### config.mk
export PLATFORM = sky130hd
export DESIGN_NAME = exc_ctrl_flat
export DESIGN_NICKNAME = d
export VERILOG_FILES = /design/src/rtl/exc_ctrl_pkg.sv /design/src/rtl/exc_ctrl_if.sv /design/src/rtl/exc_ctrl_int_sync.sv /design/src/rtl/exc_ctrl.sv /design/src/flat_wrapper.sv
export SDC_FILE = /design/constraint.sdc
export NUM_CORES = 1
export LEC_CHECK = 0
export ABC_AREA = 1
export CORE_AREA = 2 2 117 119
export CTS_CLUSTER_SIZE = 12
export DETAILED_ROUTE_END_ITERATION = 6
export DIE_AREA = 0 0 119 121
export PLACE_DENSITY = 0.78
export SYNTH_ARGS = -nofsm -noshare
export SYNTH_HDL_FRONTEND = slang
export SYNTH_SLANG_ARGS = --single-unit
### constraint.sdc
create_clock -name clk -period 4.7 [get_ports clk]
set_input_delay 0.47 -clock clk [delete_from_list [all_inputs] [get_ports clk]]
set_output_delay 0.47 -clock clk [all_outputs]
set_load 0.1 [all_outputs]
### src/rtl/exc_ctrl_pkg.sv
// rtl/exc_ctrl_pkg.sv - ExcCodes, CP0 field positions, vector constants and FSM states
package exc_ctrl_pkg;

    localparam logic [4:0] EXC_INT  = 5'h00;
    localparam logic [4:0] EXC_TLBM = 5'h01;
    localparam logic [4:0] EXC_TLBL = 5'h02;
    localparam logic [4:0] EXC_TLBS = 5'h03;
    localparam logic [4:0] EXC_ADEL = 5'h04;
    localparam logic [4:0] EXC_ADES = 5'h05;
    localparam logic [4:0] EXC_SYS  = 5'h08;
    localparam logic [4:0] EXC_BP   = 5'h09;
    localparam logic [4:0] EXC_RI   = 5'h0A;
    localparam logic [4:0] EXC_CPU  = 5'h0B;
    localparam logic [4:0] EXC_OV   = 5'h0C;
    localparam logic [4:0] EXC_TR   = 5'h0D;
    localparam logic [4:0] EXC_ERET = 5'h1F;

    localparam int SR_IE    = 0;
    localparam int SR_EXL   = 1;
    localparam int SR_ERL   = 2;
    localparam int SR_IM_LO = 8;
    localparam int SR_BEV   = 22;
    localparam int CA_IP_LO = 8;

    localparam logic [31:0] VEC_BASE_BOOT  = 32'hBFC0_0200;
    localparam logic [31:0] VEC_BASE_NORM  = 32'h8000_0000;
    localparam logic [31:0] VEC_OFF_REFILL = 32'h0000_0000;
    localparam logic [31:0] VEC_OFF_GEN    = 32'h0000_0180;

    // Source 19 first (MSB) down to source 0; lower index wins.
    localparam logic [99:0] EXC_CODE_TBL_DEF = {
        EXC_ERET, EXC_RI,   EXC_RI,   EXC_TLBM, EXC_TLBS,
        EXC_TLBL, EXC_TLBS, EXC_TLBL, EXC_ADES, EXC_ADEL,
        EXC_TR,   EXC_OV,   EXC_BP,   EXC_SYS,  EXC_CPU,
        EXC_RI,   EXC_TLBL, EXC_TLBL, EXC_ADEL, EXC_INT
    };

    typedef enum logic [1:0] {
        ST_IDLE,
        ST_FLUSH,
        ST_REDIRECT
    } exc_state_t;

endpackage

### src/rtl/exc_ctrl_if.sv
// rtl/exc_ctrl_if.sv - commit-stage exception inputs and flush/redirect handshake
interface exc_ctrl_if #(
    parameter int EXC_W  = 20,
    parameter int ADDR_W = 32
);
    logic              inst_valid;
    logic [EXC_W-1:0]  excp_i;
    logic [ADDR_W-1:0] pc;
    logic [ADDR_W-1:0] m_vaddr;
    logic              in_delay;
    logic              d_refs;
    logic              flush_ack;
    logic              flush_req;
    logic              redirect_valid;
    logic [ADDR_W-1:0] redirect_pc;

    modport master (
        output inst_valid, excp_i, pc, m_vaddr, in_delay, d_refs, flush_ack,
        input  flush_req, redirect_valid, redirect_pc
    );

    modport slave (
        input  inst_valid, excp_i, pc, m_vaddr, in_delay, d_refs, flush_ack,
        output flush_req, redirect_valid, redirect_pc
    );
endinterface

### src/rtl/exc_ctrl_int_sync.sv
// rtl/exc_ctrl_int_sync.sv - per-line flop chain synchroniser for hardware interrupts
module exc_ctrl_int_sync #(
    parameter int N      = 6,
    parameter int STAGES = 2
) (
    input  logic         clk,
    input  logic         rst,
    input  logic [N-1:0] async_in,
    output logic [N-1:0] sync_out
);
    localparam int S = (STAGES < 1) ? 1 : STAGES;

    logic [S-1:0][N-1:0] stage;

    always_ff @(posedge clk) begin
        if (rst) begin
            stage <= '0;
        end else begin
            stage[0] <= async_in;
            for (int i = 1; i < S; i++) begin
                stage[i] <= stage[i-1];
            end
        end
    end

    assign sync_out = stage[S-1];
endmodule

### src/rtl/exc_ctrl.sv
// rtl/exc_ctrl.sv - commit-stage exception prioritiser with registered CP0 update and flush/redirect sequence
module exc_ctrl
    import exc_ctrl_pkg::*;
#(
    parameter int                  EXC_W           = 20,
    parameter int                  NUM_HW_INT      = 6,
    parameter int                  INT_SYNC_STAGES = 2,
    parameter int                  ADDR_W          = 32,
    parameter logic [EXC_W*5-1:0]  EXC_CODE_TBL    = EXC_CODE_TBL_DEF,
    parameter logic [EXC_W-1:0]    BADDR_PC_MASK   = '0,
    parameter logic [EXC_W-1:0]    BADDR_DATA_MASK = '0,
    parameter logic [EXC_W-1:0]    REFILL_MASK     = '0
) (
    input  logic                  clk,
    input  logic                  rst,
    exc_ctrl_if.slave             pipe,
    input  logic [NUM_HW_INT-1:0] hw_int,
    input  logic [31:0]           cp0_Status,
    input  logic [31:0]           cp0_Cause,
    input  logic [ADDR_W-1:0]     cp0_EPC,
    output logic [NUM_HW_INT-1:0] int_pending,
    output logic                  exc_flag,
    output logic [4:0]            exc_type,
    output logic                  exc_bd,
    output logic [ADDR_W-1:0]     exc_epc,
    output logic [ADDR_W-1:0]     exc_baddr,
    output logic                  exc_save
);
    localparam int WIN_W = (EXC_W > 1) ? $clog2(EXC_W) : 1;

    exc_state_t        state, state_nx;
    logic              intr, hit, detect, is_eret;
    logic [EXC_W-1:0]  eff;
    logic [WIN_W-1:0]  win;
    logic [4:0]        code;
    logic [31:0]       vec_base, vec_off;
    logic [ADDR_W-1:0] vec;
    logic              unused_bits;

    exc_ctrl_int_sync #(.N(NUM_HW_INT), .STAGES(INT_SYNC_STAGES)) u_int_sync (
        .clk      (clk),
        .rst      (rst),
        .async_in (hw_int),
        .sync_out (int_pending)
    );

    assign intr = (|(cp0_Cause[CA_IP_LO +: 8] & cp0_Status[SR_IM_LO +: 8]))
                  && cp0_Status[SR_IE] && !cp0_Status[SR_EXL] && !cp0_Status[SR_ERL];
    assign eff  = {pipe.excp_i[EXC_W-1:1], intr};

    // Scan from the top so the lowest set index is the last one written.
    always_comb begin
        hit = 1'b0;
        win = '0;
        for (int i = EXC_W - 1; i >= 0; i--) begin
            if (eff[i]) begin
                hit = 1'b1;
                win = WIN_W'(i);
            end
        end
    end

    assign is_eret  = (int'(win) == EXC_W - 1);
    assign code     = EXC_CODE_TBL[int'(win)*5 +: 5];
    assign vec_base = cp0_Status[SR_BEV] ? VEC_BASE_BOOT : VEC_BASE_NORM;
    assign vec_off  = (REFILL_MASK[win] && !cp0_Status[SR_EXL]) ? VEC_OFF_REFILL : VEC_OFF_GEN;
    assign vec      = ADDR_W'(vec_base + vec_off);

    always_ff @(posedge clk) begin
        if (rst) state <= ST_IDLE;
        else     state <= state_nx;
    end

    always_comb begin
        state_nx = state;
        detect   = 1'b0;
        unique case (state)
            ST_IDLE: begin
                if (pipe.inst_valid && hit) begin
                    detect   = 1'b1;
                    state_nx = ST_FLUSH;
                end
            end
            ST_FLUSH:    if (pipe.flush_ack) state_nx = ST_REDIRECT;
            ST_REDIRECT: state_nx = ST_IDLE;
            default:     state_nx = ST_IDLE;
        endcase
    end

    always_ff @(posedge clk) begin
        if (rst) begin
            exc_flag            <= 1'b0;
            exc_type            <= '0;
            exc_bd              <= 1'b0;
            exc_epc             <= '0;
            exc_baddr           <= '0;
            exc_save            <= 1'b0;
            pipe.flush_req      <= 1'b0;
            pipe.redirect_valid <= 1'b0;
            pipe.redirect_pc    <= '0;
        end else begin
            exc_flag            <= 1'b0;
            pipe.redirect_valid <= 1'b0;
            if (detect) begin
                exc_type         <= code;
                pipe.flush_req   <= 1'b1;
                pipe.redirect_pc <= is_eret ? cp0_EPC : vec;
                // ERET only reports its code; CP0 state is left untouched.
                if (!is_eret) begin
                    exc_flag <= 1'b1;
                    exc_bd   <= pipe.in_delay;
                    exc_epc  <= pipe.in_delay ? pipe.pc - ADDR_W'(4) : pipe.pc;
                    if (BADDR_PC_MASK[win]) begin
                        exc_baddr <= pipe.pc;
                        exc_save  <= 1'b0;
                    end else begin
                        exc_baddr <= BADDR_DATA_MASK[win] ? pipe.m_vaddr : '0;
                        exc_save  <= pipe.d_refs;
                    end
                end
            end
            if (state == ST_FLUSH && pipe.flush_ack) begin
                pipe.flush_req      <= 1'b0;
                pipe.redirect_valid <= 1'b1;
            end
        end
    end

    assign unused_bits = ^{cp0_Status[31:23], cp0_Status[21:16], cp0_Status[7:3],
                           cp0_Cause[31:16], cp0_Cause[7:0], pipe.excp_i[0]};
endmodule
### src/flat_wrapper.sv
// flat-port wrapper written by rule: the top's interface ports become plain ports
module exc_ctrl_flat import exc_ctrl_pkg::*;
#(
    parameter int                  EXC_W           = 20,
    parameter int                  NUM_HW_INT      = 6,
    parameter int                  INT_SYNC_STAGES = 2,
    parameter int                  ADDR_W          = 32,
    parameter logic [EXC_W*5-1:0]  EXC_CODE_TBL    = EXC_CODE_TBL_DEF,
    parameter logic [EXC_W-1:0]    BADDR_PC_MASK   = '0,
    parameter logic [EXC_W-1:0]    BADDR_DATA_MASK = '0,
    parameter logic [EXC_W-1:0]    REFILL_MASK     = '0
)
  (clk, rst, hw_int, cp0_Status, cp0_Cause, cp0_EPC, int_pending, exc_flag, exc_type, exc_bd, exc_epc, exc_baddr, exc_save, pipe_inst_valid, pipe_excp_i, pipe_pc, pipe_m_vaddr, pipe_in_delay, pipe_d_refs, pipe_flush_ack, pipe_flush_req, pipe_redirect_valid, pipe_redirect_pc);
  exc_ctrl_if #(.EXC_W(EXC_W), .ADDR_W(ADDR_W)) pipe_i ();
  input  logic clk;
  input  logic rst;
  input  logic [NUM_HW_INT-1:0] hw_int;
  input  logic [31:0] cp0_Status;
  input  logic [31:0] cp0_Cause;
  input  logic [ADDR_W-1:0] cp0_EPC;
  output logic [NUM_HW_INT-1:0] int_pending;
  output logic exc_flag;
  output logic [4:0] exc_type;
  output logic exc_bd;
  output logic [ADDR_W-1:0] exc_epc;
  output logic [ADDR_W-1:0] exc_baddr;
  output logic exc_save;
  input wire logic [$bits(pipe_i.inst_valid)-1:0] pipe_inst_valid;
  input wire logic [$bits(pipe_i.excp_i)-1:0] pipe_excp_i;
  input wire logic [$bits(pipe_i.pc)-1:0] pipe_pc;
  input wire logic [$bits(pipe_i.m_vaddr)-1:0] pipe_m_vaddr;
  input wire logic [$bits(pipe_i.in_delay)-1:0] pipe_in_delay;
  input wire logic [$bits(pipe_i.d_refs)-1:0] pipe_d_refs;
  input wire logic [$bits(pipe_i.flush_ack)-1:0] pipe_flush_ack;
  output wire logic [$bits(pipe_i.flush_req)-1:0] pipe_flush_req;
  output wire logic [$bits(pipe_i.redirect_valid)-1:0] pipe_redirect_valid;
  output wire logic [$bits(pipe_i.redirect_pc)-1:0] pipe_redirect_pc;
  assign pipe_i.inst_valid = pipe_inst_valid;
  assign pipe_i.excp_i = pipe_excp_i;
  assign pipe_i.pc = pipe_pc;
  assign pipe_i.m_vaddr = pipe_m_vaddr;
  assign pipe_i.in_delay = pipe_in_delay;
  assign pipe_i.d_refs = pipe_d_refs;
  assign pipe_i.flush_ack = pipe_flush_ack;
  assign pipe_flush_req = pipe_i.flush_req;
  assign pipe_redirect_valid = pipe_i.redirect_valid;
  assign pipe_redirect_pc = pipe_i.redirect_pc;
  exc_ctrl #(.EXC_W(EXC_W), .NUM_HW_INT(NUM_HW_INT), .INT_SYNC_STAGES(INT_SYNC_STAGES), .ADDR_W(ADDR_W), .EXC_CODE_TBL(EXC_CODE_TBL), .BADDR_PC_MASK(BADDR_PC_MASK), .BADDR_DATA_MASK(BADDR_DATA_MASK), .REFILL_MASK(REFILL_MASK)) u_core (.clk(clk), .rst(rst), .pipe(pipe_i), .hw_int(hw_int), .cp0_Status(cp0_Status), .cp0_Cause(cp0_Cause), .cp0_EPC(cp0_EPC), .int_pending(int_pending), .exc_flag(exc_flag), .exc_type(exc_type), .exc_bd(exc_bd), .exc_epc(exc_epc), .exc_baddr(exc_baddr), .exc_save(exc_save));
endmodule
* Yosys cells after proc, flatten, opt, wreduce, memory -nomap -nowiden
Memory sizes are Yosys's and may differ from the RTL's.
Cells that the tools add are included.
** Storage, ports and cells
- Register bits after elaboration :: 120
- Latch bits :: 0
- RAM bits :: 0
- Bits in read-only memories :: 32
- Word-level logic and storage cells :: 93
- Memories kept :: 1
** Cells by class
- $add $sub $neg :: 2
- Multiply operators :: 1
- Divide/modulo/power cells :: 0
- $lt $le $gt $ge :: 1
- Equal/unequal tests :: 4
- Shift operators :: 1
- Muxes and demuxes :: 54
- Bitwise gates (word level) :: 3
- Reductions and logical operators :: 14
** Memories
- (no name shown) :: depth 32, bits a word 1, read ports 1, clocked after memory_dff 0, write ports 0, RTL line exc_ctrl.sv:66 : assign vec_off = (REFILL_MASK[win] && !cp0_Status[SR_EXL]) ? VEC_OFF_REFILL : VEC_OFF_GEN;
** Operators by type and width (number)
- $mux W5 :: 20
- $shiftx A100 B32 Y5 const A :: 1
- $mux W32 :: 3
- $add A32 B32 Y32 :: 1
- $sub A32 B3 Y32 const B :: 1
- $mux W30 :: 1
- $mux W1 :: 26
- $mux W9 :: 1
- $and A8 B8 Y8 :: 1
- $mul A5 B3 Y8 const B :: 1
- $reduce_or A8 Y1 :: 1
- $logic_and A1 B1 Y1 :: 6
- $lt A5 B6 Y1 const B :: 1
- $eq A5 B5 Y1 const B :: 1
- $mux W2 :: 2
- $pmux W2 S2 :: 1
- $reduce_and A2 Y1 :: 2
- $reduce_or A2 Y1 :: 2
- $eq A2 B1 Y1 const B :: 1
- $logic_not A1 Y1 :: 2
- $logic_not A2 Y1 :: 1
- $ne A2 B1 Y1 const B :: 1
- $ne A2 B2 Y1 const B :: 1
- $not A1 Y1 :: 2

* Depth between registers and ports, before layout
- Depth in word-level cells :: 26
- Gate-level depth with buffers :: 29

* Modules after synthesis
Synthesis repeated with hierarchy kept, for this count alone.
** Unflattened totals
- Cell total of the unflattened synthesis :: 607
- Area total of the unflattened synthesis :: 4408.0 µm²
** By module, submodules not included
- exc_ctrl :: instances 1, cells an instance 564, area an instance 4021.4 µm², sequential area each 1521.5 µm²
- exc_ctrl_int_sync :: instances 1, cells an instance 43, area an instance 386.6 µm², sequential area each 240.2 µm²

* Worst setup path after synthesis
OpenSTA, ideal clock, no wires.
- Kind :: input -> register
- From :: in pipe_excp_i[18]
- To :: reg u_core.pipe.redirect_pc[18]
- Arrival :: 2.327 ns
- Required time :: 4.629 ns
- Path slack :: 2.303 ns
- Stages :: 28
- Path buffers :: 2
- Path through :: inv_1 > nand2_1 > nand2_1 > nand2_1 > nand2_1 > nand2_1 > nand2_1 > nand2_1 > nand2_1 > nand2_1 > nand2_1 > nand2_1 > nand2_1 > nand2_1 > nand2_1 > nand2_1 > nand2_1 > nand2_1 > nand2_1 > nand2_1 > inv_1 > ha_1 > nand4_4 > nor2_1 > buf_4 > buf_4 > nand2_1 > a21oi_1
** On the way
- Cells in the longest elaborated chain, start to end :: 25
** Ends and longest elaborated chain
- start, declared :: RTL line flat_wrapper.sv:29 : input wire logic [$bits(pipe_i.excp_i)-1:0] pipe_excp_i;
- $mux W5 (19 in a row) :: RTL line exc_ctrl.sv:56 : if (eff[i]) begin
- $mem_v2 Z32 W1
- $mux W1 (implied by the code) :: RTL line exc_ctrl.sv:66
- $logic_and A1 B1 Y1 :: RTL line exc_ctrl.sv:66
- $mux W9 :: RTL line exc_ctrl.sv:66
- $add A32 B32 Y32 :: RTL line exc_ctrl.sv:67 : assign vec = ADDR_W'(vec_base + vec_off);
- $mux W32 :: RTL line exc_ctrl.sv:107 : pipe.redirect_pc <= is_eret ? cp0_EPC : vec;
- end signal, assigned :: RTL line exc_ctrl.sv:107
- end, declared :: RTL line exc_ctrl_if.sv:24 : output flush_req, redirect_valid, redirect_pc
Several ways; a longest one is shown, not always the timed one. The select of a mux whose other input is x is not followed.
A chain may end at the register's enable or synchronous reset.

* Worst setup path in the final report
- From :: in pipe_excp_i[18]
- To :: reg u_core.pipe.redirect_pc[29]
The elaborated chain is that of the path after synthesis.

==> results.sh <==
export IMPL_cp_top_family="simple AND/OR/NAND/NOR gates"
export IMPL_cts_resized=0
export IMPL_cts_tree="yes"
export IMPL_intPower_mw=1.34
export IMPL_grt_use_met2=0.285
export IMPL_dpl_cell_count=916
export IMPL_ys_flop_type="dfxtp_1"
export IMPL_outcome="finished, final reports clean"
export IMPL_critical_path_buf_inv_count=4
export IMPL_dieHeight_um=121
export IMPL_crit_fanout=30
export IMPL_postRouteAntennaNets=0
export IMPL_worst_hold_slack_ns=0.401
export IMPL_ys_seq_elements=88
export IMPL_synth_warnings=0
export IMPL_cts_buffer_depth=2
export IMPL_antenna_found_initial=0
export IMPL_fin_ws_ns=1.41
export IMPL_htree_levels=3
export IMPL_portBuffers=194
export IMPL_crit_type="in2reg"
export IMPL_initial_utilization=0.343
export IMPL_synthSimpleGateAreaFrac=0.288
export IMPL_cpMostUsedCell="nand2_1"
export IMPL_routedWlPerCell_um=12.8
export IMPL_drc=0
export IMPL_cts_setup_buffers=0
export IMPL_cts_buffers=9
export IMPL_power_density_nw_per_um2=330
export IMPL_crit_path_start_kind="input pin"
export IMPL_sw_frac_of_total=0.389
export IMPL_final_cell_mix="clkdlybuf4s50_1 (193), nand2_1 (107), dfxtp_1 (88), inv_1 (56), nor2_1 (50)"
export IMPL_hold_path_class="reg2reg"
export IMPL_nets=948
export IMPL_tns_ns=0
export IMPL_finalCritPeriodShare=0.701
export IMPL_cp_end_kind="flop"
export IMPL_grt_busiest_layer="met2"
export IMPL_post_route_util=0.509
export IMPL_place_hpwl_um=8980
export IMPL_cp_arrival_ns=3.55
export IMPL_drive_gt1_frac=0.0754
export IMPL_rsz0062_at_grt="no"
export IMPL_instances_no_fill=932
export IMPL_gp_congestion=0.845
export IMPL_finalHoldViolCount=0
export IMPL_cap_viol_max_count=0
export IMPL_max_slew_margin=0.231
export IMPL_netlist_area_um2=4490
export IMPL_place_ws_ns=1.05
export IMPL_drt_iter0_markers=186
export IMPL_hold_buffers=0
export IMPL_groute_layer_met1_usage=0.191
export IMPL_critPathRequiredTime_ns=4.96
export IMPL_layout_commonest_cell="clkdlybuf4s50_1"
export IMPL_gr_total_overflow=0
export IMPL_setup_viol_count_final=0
export IMPL_diodes=0
export IMPL_async_reset_ff_frac=0
export IMPL_p_switching_mw=0.855
export IMPL_synth_top_family_by_area="simple AND/OR/NAND/NOR gates"
export IMPL_placed_cell_area_um2=6360
export IMPL_vias=4205
export IMPL_slew_violations=0
export IMPL_cpMaxStageDelayCell="clkdlybuf4s50_1"
export IMPL_power_frac_comb=0.320
export IMPL_synthMuxAreaShare=0
export IMPL_rows=42
export IMPL_grt_use_total=0.163
export IMPL_fmax_ghz=0.304
export IMPL_peakVddDrop_v=0.000138
export IMPL_dr_pass1_iters=4
export IMPL_clkTransAtPathRegs_ns=0.07
export IMPL_yosysUniqueCellTypes=44
export IMPL_dieWidth_um=119
export IMPL_clock_latency_ns=0.34
export IMPL_totalWireLength_um=12000
export IMPL_grt_use_met3=0.0493
export IMPL_finClkSkew_ns=0.00392
export IMPL_grt_pass1_vias=3845
export IMPL_grt_first_pass_wirelength_um=18800
export IMPL_cts_root_buffer="clkbuf_16"
export IMPL_routed_via_density=4.51
export IMPL_syn_inst=572
export IMPL_p_leak_nw=2.60
export IMPL_seq_area_frac_synth=0.393
export IMPL_synth_xor_area_frac=0.0507
export IMPL_synthAdderAreaFrac=0.0139
export IMPL_syn_avg_cell_area_um2=7.85
export IMPL_dieArea_um2=14400
export IMPL_ios=304
export IMPL_synth_compound_area_frac=0.108
export IMPL_period_minus_slack_ns=3.29
export IMPL_power_share_sequential=0.366
export IMPL_area_growth_pct=48.3
export IMPL_power_mw=2.20
export IMPL_fin_area_um2=6650
export IMPL_cpPeakStageDelay_ns=0.48
export IMPL_p_clk_frac=0.314
export IMPL_numClockSinks=88
export IMPL_synth_edf_count=0
export IMPL_fp_coreArea_um2=13100
export IMPL_grt_max_degree=53
export IMPL_worst_slew_pin_slew_ns=1.15
==> metal layers <==
layer | wire length, µm | vias up | part of all wire
li1 | - | 2157 | -
met1 | 5220 | 1887 | 0.44
met2 | 5710 | 151 | 0.48
met3 | 929 | 10 | 0.078
met4 | 102 | 0 | 0.0085
met5 | 0 | - | 0
==> kinds of logic after synthesis <==
kind of cell,Yosys count
AND/OR/NAND/NOR,248
buffers and inverters,122
flip-flops,88
AO/OA/AOI/OAI,82
XOR/XNOR,26
adder cells (fa/ha/maj),5
other,1
==> power by group through the flow <==
stage	combinational (mW)	clock (mW)	sequential, mW
global placement	0.702	0	0.820
CTS	0.706	0.718	0.805
floorplan	0.276	0	1.07
detailed placement	0.704	0	0.822
finish	0.703	0.688	0.805
global route	0.735	0.746	0.809
==> cell type report <==
type | instances | area [µm²]
fillers | 1203 | 6430
multi-input cells | 393 | 2190
repair buffers | 196 | 1950
flip-flops and latches | 88 | 1760
inverters | 63 | 239
clock buffers | 9 | 225
well taps | 176 | 220
clock inverters | 7 | 66.3
==> state kept, by name (all words and copies together), names as in the netlist <==
signal	cells
u_core.state	2
u_core.u_int_sync.stage	6
u_core.exc_bd	1
u_core.exc_epc	32
u_core.u_int_sync.sync_out	6
u_core.exc_save	1
u_core.pipe.redirect_pc	32
u_core.pipe.flush_req	1
u_core.pipe.redirect_valid	1
u_core.exc_type	5
u_core.exc_flag	1
==> tightest hold or removal path: stages, from the launching register on <==
cell     delay [ns]
dfxtp_1        0.30
inv_1          0.04
nor2_1         0.03
==> synthesized netlist by cell type (8+ instances only) <==
library cell | n | area (µm²)
a21oi_1 | 26 | 130
a31oi_1 | 9 | 56.3
buf_4 | 42 | 315
clkbuf_1 | 8 | 30.0
dfxtp_1 | 88 | 1760
inv_1 | 56 | 210
nand2_1 | 107 | 402
nand3_1 | 46 | 230
nor2_1 | 50 | 188
nor3_1 | 9 | 45.0
o21ai_0 | 10 | 50.1
o21ai_1 | 26 | 130
xnor2_1 | 8 | 70.1
xor2_1 | 18 | 158
==> final timing paths <==
check / start / end / slack [ns] / cells past startpoint
worst min register to register: u_core.u_int_sync.stage[4] / u_core.u_int_sync.sync_out[4] / 0.40 / 2
worst max register to register: u_core.state[0] / u_core.pipe.redirect_pc[29] / 2.28 / 7
worst min-delay path: u_core.u_int_sync.stage[4] / u_core.u_int_sync.sync_out[4] / 0.40 / 2
worst max-delay path: pipe_excp_i[18] / u_core.pipe.redirect_pc[29] / 1.41 / 28
Power figures use the tool's default switching activity.
